$ cat config.mk
export PLATFORM = sky130hd
export DESIGN_NAME = recorre_ram
export DESIGN_NICKNAME = d
export VERILOG_FILES = /design/src/rtl/recorre_ram_pkg.sv /design/src/rtl/sincroniza_boton.sv /design/src/rtl/recorre_ram.sv
export SDC_FILE = /design/constraint.sdc
export NUM_CORES = 1
export LEC_CHECK = 0
export CAP_MARGIN = 10
export CELL_PAD_IN_SITES_DETAIL_PLACEMENT = 0
export CELL_PAD_IN_SITES_GLOBAL_PLACEMENT = 2
export CORE_MARGIN = 8
export CORE_UTILIZATION = 29
export DETAILED_ROUTE_END_ITERATION = 8
export GPL_TIMING_DRIVEN = 0
export MAX_ROUTING_LAYER = met4
export PLACE_DENSITY_LB_ADDON = 0.2
export SYNTH_ARGS = -nofsm -noshare
export SYNTH_HDL_FRONTEND = slang
export SYNTH_HIERARCHICAL = 1
export SYNTH_SLANG_ARGS = --single-unit
$ cat constraint.sdc
create_clock -name habilitador -period 2.4 [get_ports habilitador]
set_clock_uncertainty 0.15 [all_clocks]
set_input_delay 0.48 -clock habilitador [delete_from_list [all_inputs] [get_ports habilitador]]
set_output_delay 0.48 -clock habilitador [all_outputs]
set_load 0.02 [all_outputs]
$ cat src/rtl/recorre_ram_pkg.sv
// Shared definitions for the recorre_ram sample-address walker:
// address width, FSM state type and default sound-region layout.
package recorre_ram_pkg;

  localparam int ADDR_W = 26;

  typedef enum logic [0:0] {
    IDLE = 1'b0,
    PLAY = 1'b1
  } estado_t;

  localparam logic [ADDR_W-1:0] BASE_N1_DEF = 26'h0000000;
  localparam logic [ADDR_W-1:0] BASE_N2_DEF = 26'h0100000;
  localparam logic [ADDR_W-1:0] BASE_N3_DEF = 26'h0200000;
  localparam logic [ADDR_W-1:0] LEN_DEF     = 26'h0100000;

endpackage

$ cat src/rtl/sincroniza_boton.sv
// Drum-pad input conditioning: two-flop synchronizer followed by a
// rising-edge detector that yields a single-cycle start pulse.
module sincroniza_boton
  import recorre_ram_pkg::*;
(
  input  logic habilitador,
  input  logic reset,
  input  logic boton,
  output logic start
);

  logic r_s1;
  logic r_s2;
  logic r_s3;

  // Synchronizer chain plus the delayed copy used for edge detection
  always_ff @(posedge habilitador or posedge reset) begin
    if (reset) begin
      r_s1 <= 1'b0;
      r_s2 <= 1'b0;
      r_s3 <= 1'b0;
    end else begin
      r_s1 <= boton;
      r_s2 <= r_s1;
      r_s3 <= r_s2;
    end
  end

  // The pulse must land in the same cycle the synchronized level rises
  assign start = r_s2 & ~r_s3;

endmodule

$ cat src/rtl/recorre_ram.sv
// RAM address walker: on a qualified pad press, sweeps the sample region of
// the current difficulty level once, one address per habilitador cycle.
module recorre_ram
  import recorre_ram_pkg::*;
#(
  parameter logic [ADDR_W-1:0] BASE_N1 = BASE_N1_DEF,
  parameter logic [ADDR_W-1:0] BASE_N2 = BASE_N2_DEF,
  parameter logic [ADDR_W-1:0] BASE_N3 = BASE_N3_DEF,
  parameter logic [ADDR_W-1:0] LEN_N1  = LEN_DEF,
  parameter logic [ADDR_W-1:0] LEN_N2  = LEN_DEF,
  parameter logic [ADDR_W-1:0] LEN_N3  = LEN_DEF
) (
  input  logic              habilitador,
  input  logic              reset,
  input  logic              enable,
  input  logic              nivel2,
  input  logic              nivel3,
  input  logic              boton,
  output logic [ADDR_W-1:0] DireccionRAM
);

  logic              w_start;
  logic [ADDR_W-1:0] w_sel_base;
  logic [ADDR_W-1:0] w_sel_len;
  logic              w_fin;

  estado_t           r_estado;
  logic [ADDR_W-1:0] r_direccion;
  logic [ADDR_W-1:0] r_base;
  logic [ADDR_W-1:0] r_len;

  sincroniza_boton u_sincroniza_boton (
    .habilitador (habilitador),
    .reset       (reset),
    .boton       (boton),
    .start       (w_start)
  );

  // Level select: level 3 outranks level 2, level 1 is the fallback
  always_comb begin
    w_sel_base = BASE_N1;
    w_sel_len  = LEN_N1;
    if (nivel3) begin
      w_sel_base = BASE_N3;
      w_sel_len  = LEN_N3;
    end else if (nivel2) begin
      w_sel_base = BASE_N2;
      w_sel_len  = LEN_N2;
    end else begin
      w_sel_base = BASE_N1;
      w_sel_len  = LEN_N1;
    end
  end

  // Last word of the region latched at play start (modulo 2^26)
  assign w_fin = (r_direccion == (r_base + r_len - 26'd1));

  // Playback FSM and address counter; priority in PLAY is abort, retrigger, end
  always_ff @(posedge habilitador or posedge reset) begin
    if (reset) begin
      r_estado    <= IDLE;
      r_direccion <= 26'h0000000;
      r_base      <= 26'h0000000;
      r_len       <= 26'h0000000;
    end else begin
      case (r_estado)
        IDLE: begin
          if (w_start && enable) begin
            r_estado    <= PLAY;
            r_base      <= w_sel_base;
            r_len       <= w_sel_len;
            r_direccion <= w_sel_base + 26'd1;
          end else begin
            r_direccion <= w_sel_base;
          end
        end
        PLAY: begin
          if (!enable) begin
            r_estado    <= IDLE;
            r_direccion <= w_sel_base;
          end else if (w_start) begin
            r_base      <= w_sel_base;
            r_len       <= w_sel_len;
            r_direccion <= w_sel_base + 26'd1;
          end else if (w_fin) begin
            r_estado    <= IDLE;
            r_direccion <= r_base;
          end else begin
            r_direccion <= r_direccion + 26'd1;
          end
        end
        default: begin
          r_estado    <= IDLE;
          r_direccion <= w_sel_base;
        end
      endcase
    end
  end

  assign DireccionRAM = r_direccion;

endmodule

Yosys cells after proc, flatten, opt, wreduce, memory -nomap -nowiden:

Index checks and enable logic that the tools add are counted.

* add/sub/neg operators: 4
* multipliers: 0
* div/mod/pow operators: 0
* magnitude comparators: 0
* equal/unequal tests: 4
* shift operators: 0
* multiplexer cells: 20
* bitwise gates (word level): 3
* reductions and logical operators: 2

Operators with widths (number)
* two-way mux 26 bit: 10
* one-hot mux 26 bit (2 select lines): 3
* adder 26 x 1 -> 26 bit (second input constant): 2
* adder 26 bit: 1
* equality test 26 bit: 1
* subtractor 26 x 1 -> 26 bit (second input constant): 1
* two-way mux 22 bit: 1
* two-way mux 21 bit: 1
* inequality test 2 bit (second input constant): 3
* two-way mux 1 bit: 4
* AND reduction 3 bit: 1
* inverter 1 bit: 2
* one-hot mux 1 bit (2 select lines): 1
* AND 1 bit: 1
* logical AND 1 bit: 1

* register bits: 82
* bits in latches: 0
* RAM bits: 0
* bits in read-only memories: 0
* input port bits: 6
* output and inout bits: 26
* logic and storage cells: 40
* memories kept: 0

Longest topological paths before layout:

* depth after elaboration: 7
* mapped depth: 10

Hierarchy:

Netlist, hierarchy kept.

Modules (own cells, without submodules)
* recorre_ram: instances 1, cells an instance 160, area each 1581.5 um2, sequential area each 750.7 um2
* sincroniza_boton: instances 1, cells an instance 5, area each 92.6 um2, sequential area each 75.1 um2

Least setup slack after synthesis:

OpenSTA, ideal clock, no wires.

* path type: register to register
* start point: register r_base[20]
* end point: register r_direccion[23], in the netlist DireccionRAM[23]
* setup time: 0.119 ns
* arrival time: 2.144 ns
* setup slack: -0.013 ns
* stages on the path, launching flop included: 11
* buffers on the path: 2
* period minus slack after synthesis: 2.413 ns
* path through: dfrtp_1 -> inv_1 -> ha_1 -> ha_1 -> or4_4 -> a2111oi_4 -> nand3_2 -> nand2b_1 -> buf_4 -> buf_6 -> nor2_1

* word-level cells in the longest chain between the ends: 7

Ends and longest elaborated chain
* from (decl): RTL line recorre_ram.sv:29 `logic [ADDR_W-1:0] r_base;`
* from (signal assigned): RTL line recorre_ram.sv:70 `r_base <= w_sel_base;`
* from (signal assigned): RTL line recorre_ram.sv:82 `r_base <= w_sel_base;`
* adder 26 bit: RTL line recorre_ram.sv:56 `assign w_fin = (r_direccion == (r_base + r_len - 26'd1));`
* subtractor 26 x 1 -> 26 bit: RTL line recorre_ram.sv:56
* equality test 26 bit: RTL line recorre_ram.sv:56
* two-way mux 26 bit: RTL line recorre_ram.sv:85 `end else if (w_fin) begin`
* two-way mux 26 bit: RTL line recorre_ram.sv:81 `end else if (w_start) begin`
* two-way mux 26 bit: RTL line recorre_ram.sv:78 `if (!enable) begin`
* one-hot mux 26 bit (2 select lines): RTL line recorre_ram.sv:66 `case (r_estado)`
* to (signal assigned): RTL line recorre_ram.sv:80 `r_direccion <= w_sel_base;`
* to (signal assigned): RTL line recorre_ram.sv:84 `r_direccion <= w_sel_base + 26'd1;`
* to (signal assigned): RTL line recorre_ram.sv:87 `r_direccion <= r_base;`
* to (decl): RTL line recorre_ram.sv:28 `logic [ADDR_W-1:0] r_direccion;`

Every way passes these cells.
A chain may end at the register's enable or synchronous reset.

Worst setup path in the final report:

* start point: register r_base[20]
* end point: register r_direccion[5], in the netlist DireccionRAM[5]

The elaborated chain is that of the path after synthesis.

==> impl_metrics.yaml <==
status:
  status: "finished with violations"
  violations: "setup timing"
setup_path:
  crit_path_end_kind: "flop"
  critical_path.max_fanout: 5
  start_kind: "flop"
  cpMaxStageDelayCell: "or4_4"
  cp_cell_sequence: "inv_1 -> ha_2 -> ha_4 -> or4_4 -> a2111oi_4 -> nand3_2 -> nand2b_1 -> buf_6 -> buf_12 -> buf_8 -> nor2_2"
  slowest_delay_ps: 430
  critical_path_arrival_ps: 2440
  critical_path_required_ps: 2420
  path_class: "flop to flop"
power:
  finalPower_mw: 1.254
  switching_share: 0.2221
  clkPwrFrac: 0.434
  internal_power_uw: 975.1
  p_comb_frac: 0.103
  power_frac_seq: 0.463
  peakVddDrop_v: 0.0002845
  leakage_nw: 0.9537
  power_switching_uw: 278.5
  p_per_area_nw_per_um2: 514.3
global_routing:
  grt_pass1_vias: 1412
  grt_usage: 0.1026
  grt_first_pass_wirelength_mm: 6.748
  grt_max_degree: 31
  overflow: 0
  antenna_found_initial: 0
timing:
  fin_ws_ps: -22.11
  fin_crit_sh: 1.009
  fin_crit_ps: 2422
  fmax_mhz: 412.9
  tns_ps: -92.25
  hold_violations: 0
  setup_violations: 12
  maxSlewHeadroom: 0.7221
  worst_pin_slew_ps: 415.5
  drv_slew: 0
  rsz0062_at_grt: "yes"
clock_network:
  clk_latency_ps: 280
  cts.sinks: 33
  cts_tree: "done"
  cts_root_buf: "clkbuf_8"
  cts.clk_slew.worst_paths_ps: 70
  ctsHoldBuffers: 0
  cts_buffer_depth: 2
  htreeDepth: 2
  cts_made_buffers: 5
worst_hold_path:
  hp-class: "flop to flop"
die:
  dieArea_um2: 8460
  die_w_um: 91.98
  io_pins: 32
  rows: 27
  die_y_um: 91.98
  floorplan.initialDensity: 0.3022
  core_um2: 5540
logic_synthesis:
  synth_top_area_cell: "dfrtp_1"
  synth_ff_type: "dfrtp_1"
  postSynthCellCount: 165
  ys_seq_area_frac: 0.4933
  async_reset_ff_frac: 1.000
  synth_area_um2: 1674
  synth_warnings: 6
  syn_nets: 175
  ys_types: 34
  ys_ff_latch: 33
  yosys.area.top_type_share: 0.4933
  synthTopCellsByArea: "dfrtp_1, xnor2_1, nor2_1"
  avgSynthCellArea_um2: 10.15
  synth_edf_count: 0
placement:
  gp_congestion: 0.7456
  dp_hpwl_mm: 2.767
  io_buffer_count: 31
  dpl.cell_count: 268
cells_and_area:
  drive_above_1_share: 0.2196
  fill_cells: 549
  syn2layout_area_growth_pct: 45.59
  stdcell_count: 286
  final_core_util: 0.4399
  fin_nets: 223
  diodes: 0
drt:
  route.met3.wl_um: 207
  dr.pass1.iters: 4
  wl_met2_mm: 1.910
  maxUsedRoutingLayer: "met4"
  vias_per_cell: 4.594
  wirelength_mm: 3.955
  first_iter_violations: 35
  drc: 0
  vias: 1314
  ant_nets: 0
  wl_per_cell_um: 13.83
  wl_met1_mm: 1.782
job:
  max_cap_violations: 0
==> cells in the mapped netlist, drive strengths merged (2+ instances only) <==
| cell | n |
|---|---|
| nand4 | 10 |
| nor3 | 4 |
| nand2 | 11 |
| o21ai | 2 |
| and4 | 3 |
| nor2b | 2 |
| nor2 | 31 |
| buf | 3 |
| xnor2 | 14 |
| ha | 4 |
| dfrtp | 33 |
| inv | 9 |
| a21oi | 2 |
| nand2b | 3 |
| nand3 | 8 |
| xor2 | 12 |
==> cell usage in the layout, fill, tap and decap left out, drive strengths merged, types with 2 or more instances in the layout <==
cell type / Yosys / layout
nand2: 11 / 11
xor2: 12 / 12
xnor2: 14 / 14
ha: 4 / 4
dfrtp: 33 / 33
nand2b: 3 / 3
a21oi: 2 / 2
and4: 3 / 3
inv: 9 / 9
nand4: 10 / 10
nor2: 31 / 31
o21ai: 2 / 2
nand3: 8 / 8
clkbuf: 1 / 8
nor2b: 2 / 2
buf: 3 / 13
nor3: 4 / 4
clkdlybuf4s50: 0 / 31
==> cell families (layout without fill, tap and decap cells) <==
kind of cell	after synthesis	after routing	synth area share
AND/OR/NAND/NOR	81	81	0.2549
AO/OA/AOI/OAI	6	6	0.03289
multiplexers	2	2	0.01271
adder cells (fa/ha/maj)	4	4	0.02990
XOR/XNOR	26	26	0.1360
buffers and inverters	13	62	0.04036
flip-flops	33	33	0.4933
==> power groups by stage <==
stage | registers (mW) | logic [mW] | clock network [mW]
after floorplan | 0.593 | 0.0600 | 0
after global placement | 0.591 | 0.0938 | 0
after detailed placement | 0.592 | 0.0951 | 0
after CTS | 0.581 | 0.122 | 0.559
after global routing | 0.582 | 0.141 | 0.588
final | 0.581 | 0.129 | 0.544
==> per-stage QoR <==
| stage | area [um2] | setup slack, ps | hold WS, ps |
|---|---|---|---|
| floorplan | 1674 | 40.93 | 83.64 |
| detailed placement | 2074 | -198.0 | 188.0 |
| CTS | 2345 | -92.10 | 213.8 |
| global placement | 2074 | -182.8 | 189.6 |
| finish | 2437 | -22.11 | 209.6 |
| global route | 2437 | -142.6 | 221.9 |
==> flip-flops by register name, summed over array words and instances, names as in the netlist <==
name and count:
DireccionRAM 26, r_len 1, r_estado 1, u_sincroniza_boton/r_s1 1, u_sincroniza_boton/r_s2 1, r_base 2, u_sincroniza_boton/r_s3 1
==> critical path: cells and delay by family (launching register included) <==
family          cells  cell delay, ps
fa+ha+maj           2             360
flops               1             340
buf+inv             4             390
simple gates        4             720
compound gates      1             340
==> area by class of cell <==
type                       instances  area (um2)  share of cell area
inverter                           9       33.78             0.01386
buffer                             4       45.04             0.01848
sequential                        33       825.8              0.3388
multi-input combinational        119       860.8              0.3532
clock inverter                     1       30.03             0.01232
timing repair buffer              41       465.4              0.1910
tap                               72       90.09             0.03696
clock buffer                       7       86.33             0.03542
==> worst paths after layout <==
check	depth (start not counted)	end	startpoint	slack, ps
setup / recovery	11	DireccionRAM[5]	r_base[20]	-20
hold / removal	0	u_sincroniza_boton/r_s2	u_sincroniza_boton/r_s1	210
setup reg to reg	11	DireccionRAM[5]	r_base[20]	-20
hold reg to reg	0	u_sincroniza_boton/r_s2	u_sincroniza_boton/r_s1	210
max in group asynchronous	3	DireccionRAM[25]	reset	1340
min in group asynchronous	2	u_sincroniza_boton/r_s3	reset	230
==> layer usage <==
metal  global-route usage  vias up
met3              0.03423        5
met1               0.1137      637
li1                     -      647
met5                    -        -
met4              0.03624        0
met2               0.1687       25
==> what timing repair did <==
| item | CTS | global route |
|---|---|---|
| gates resized for setup | 17 | 16 |
| cloned | 2 | 0 |
| setup endpoints to repair | 25 | 27 |
| setup buffers | 6 | 1 |
| pin swaps | 14 | 6 |
(Power assumes the default switching activity.)
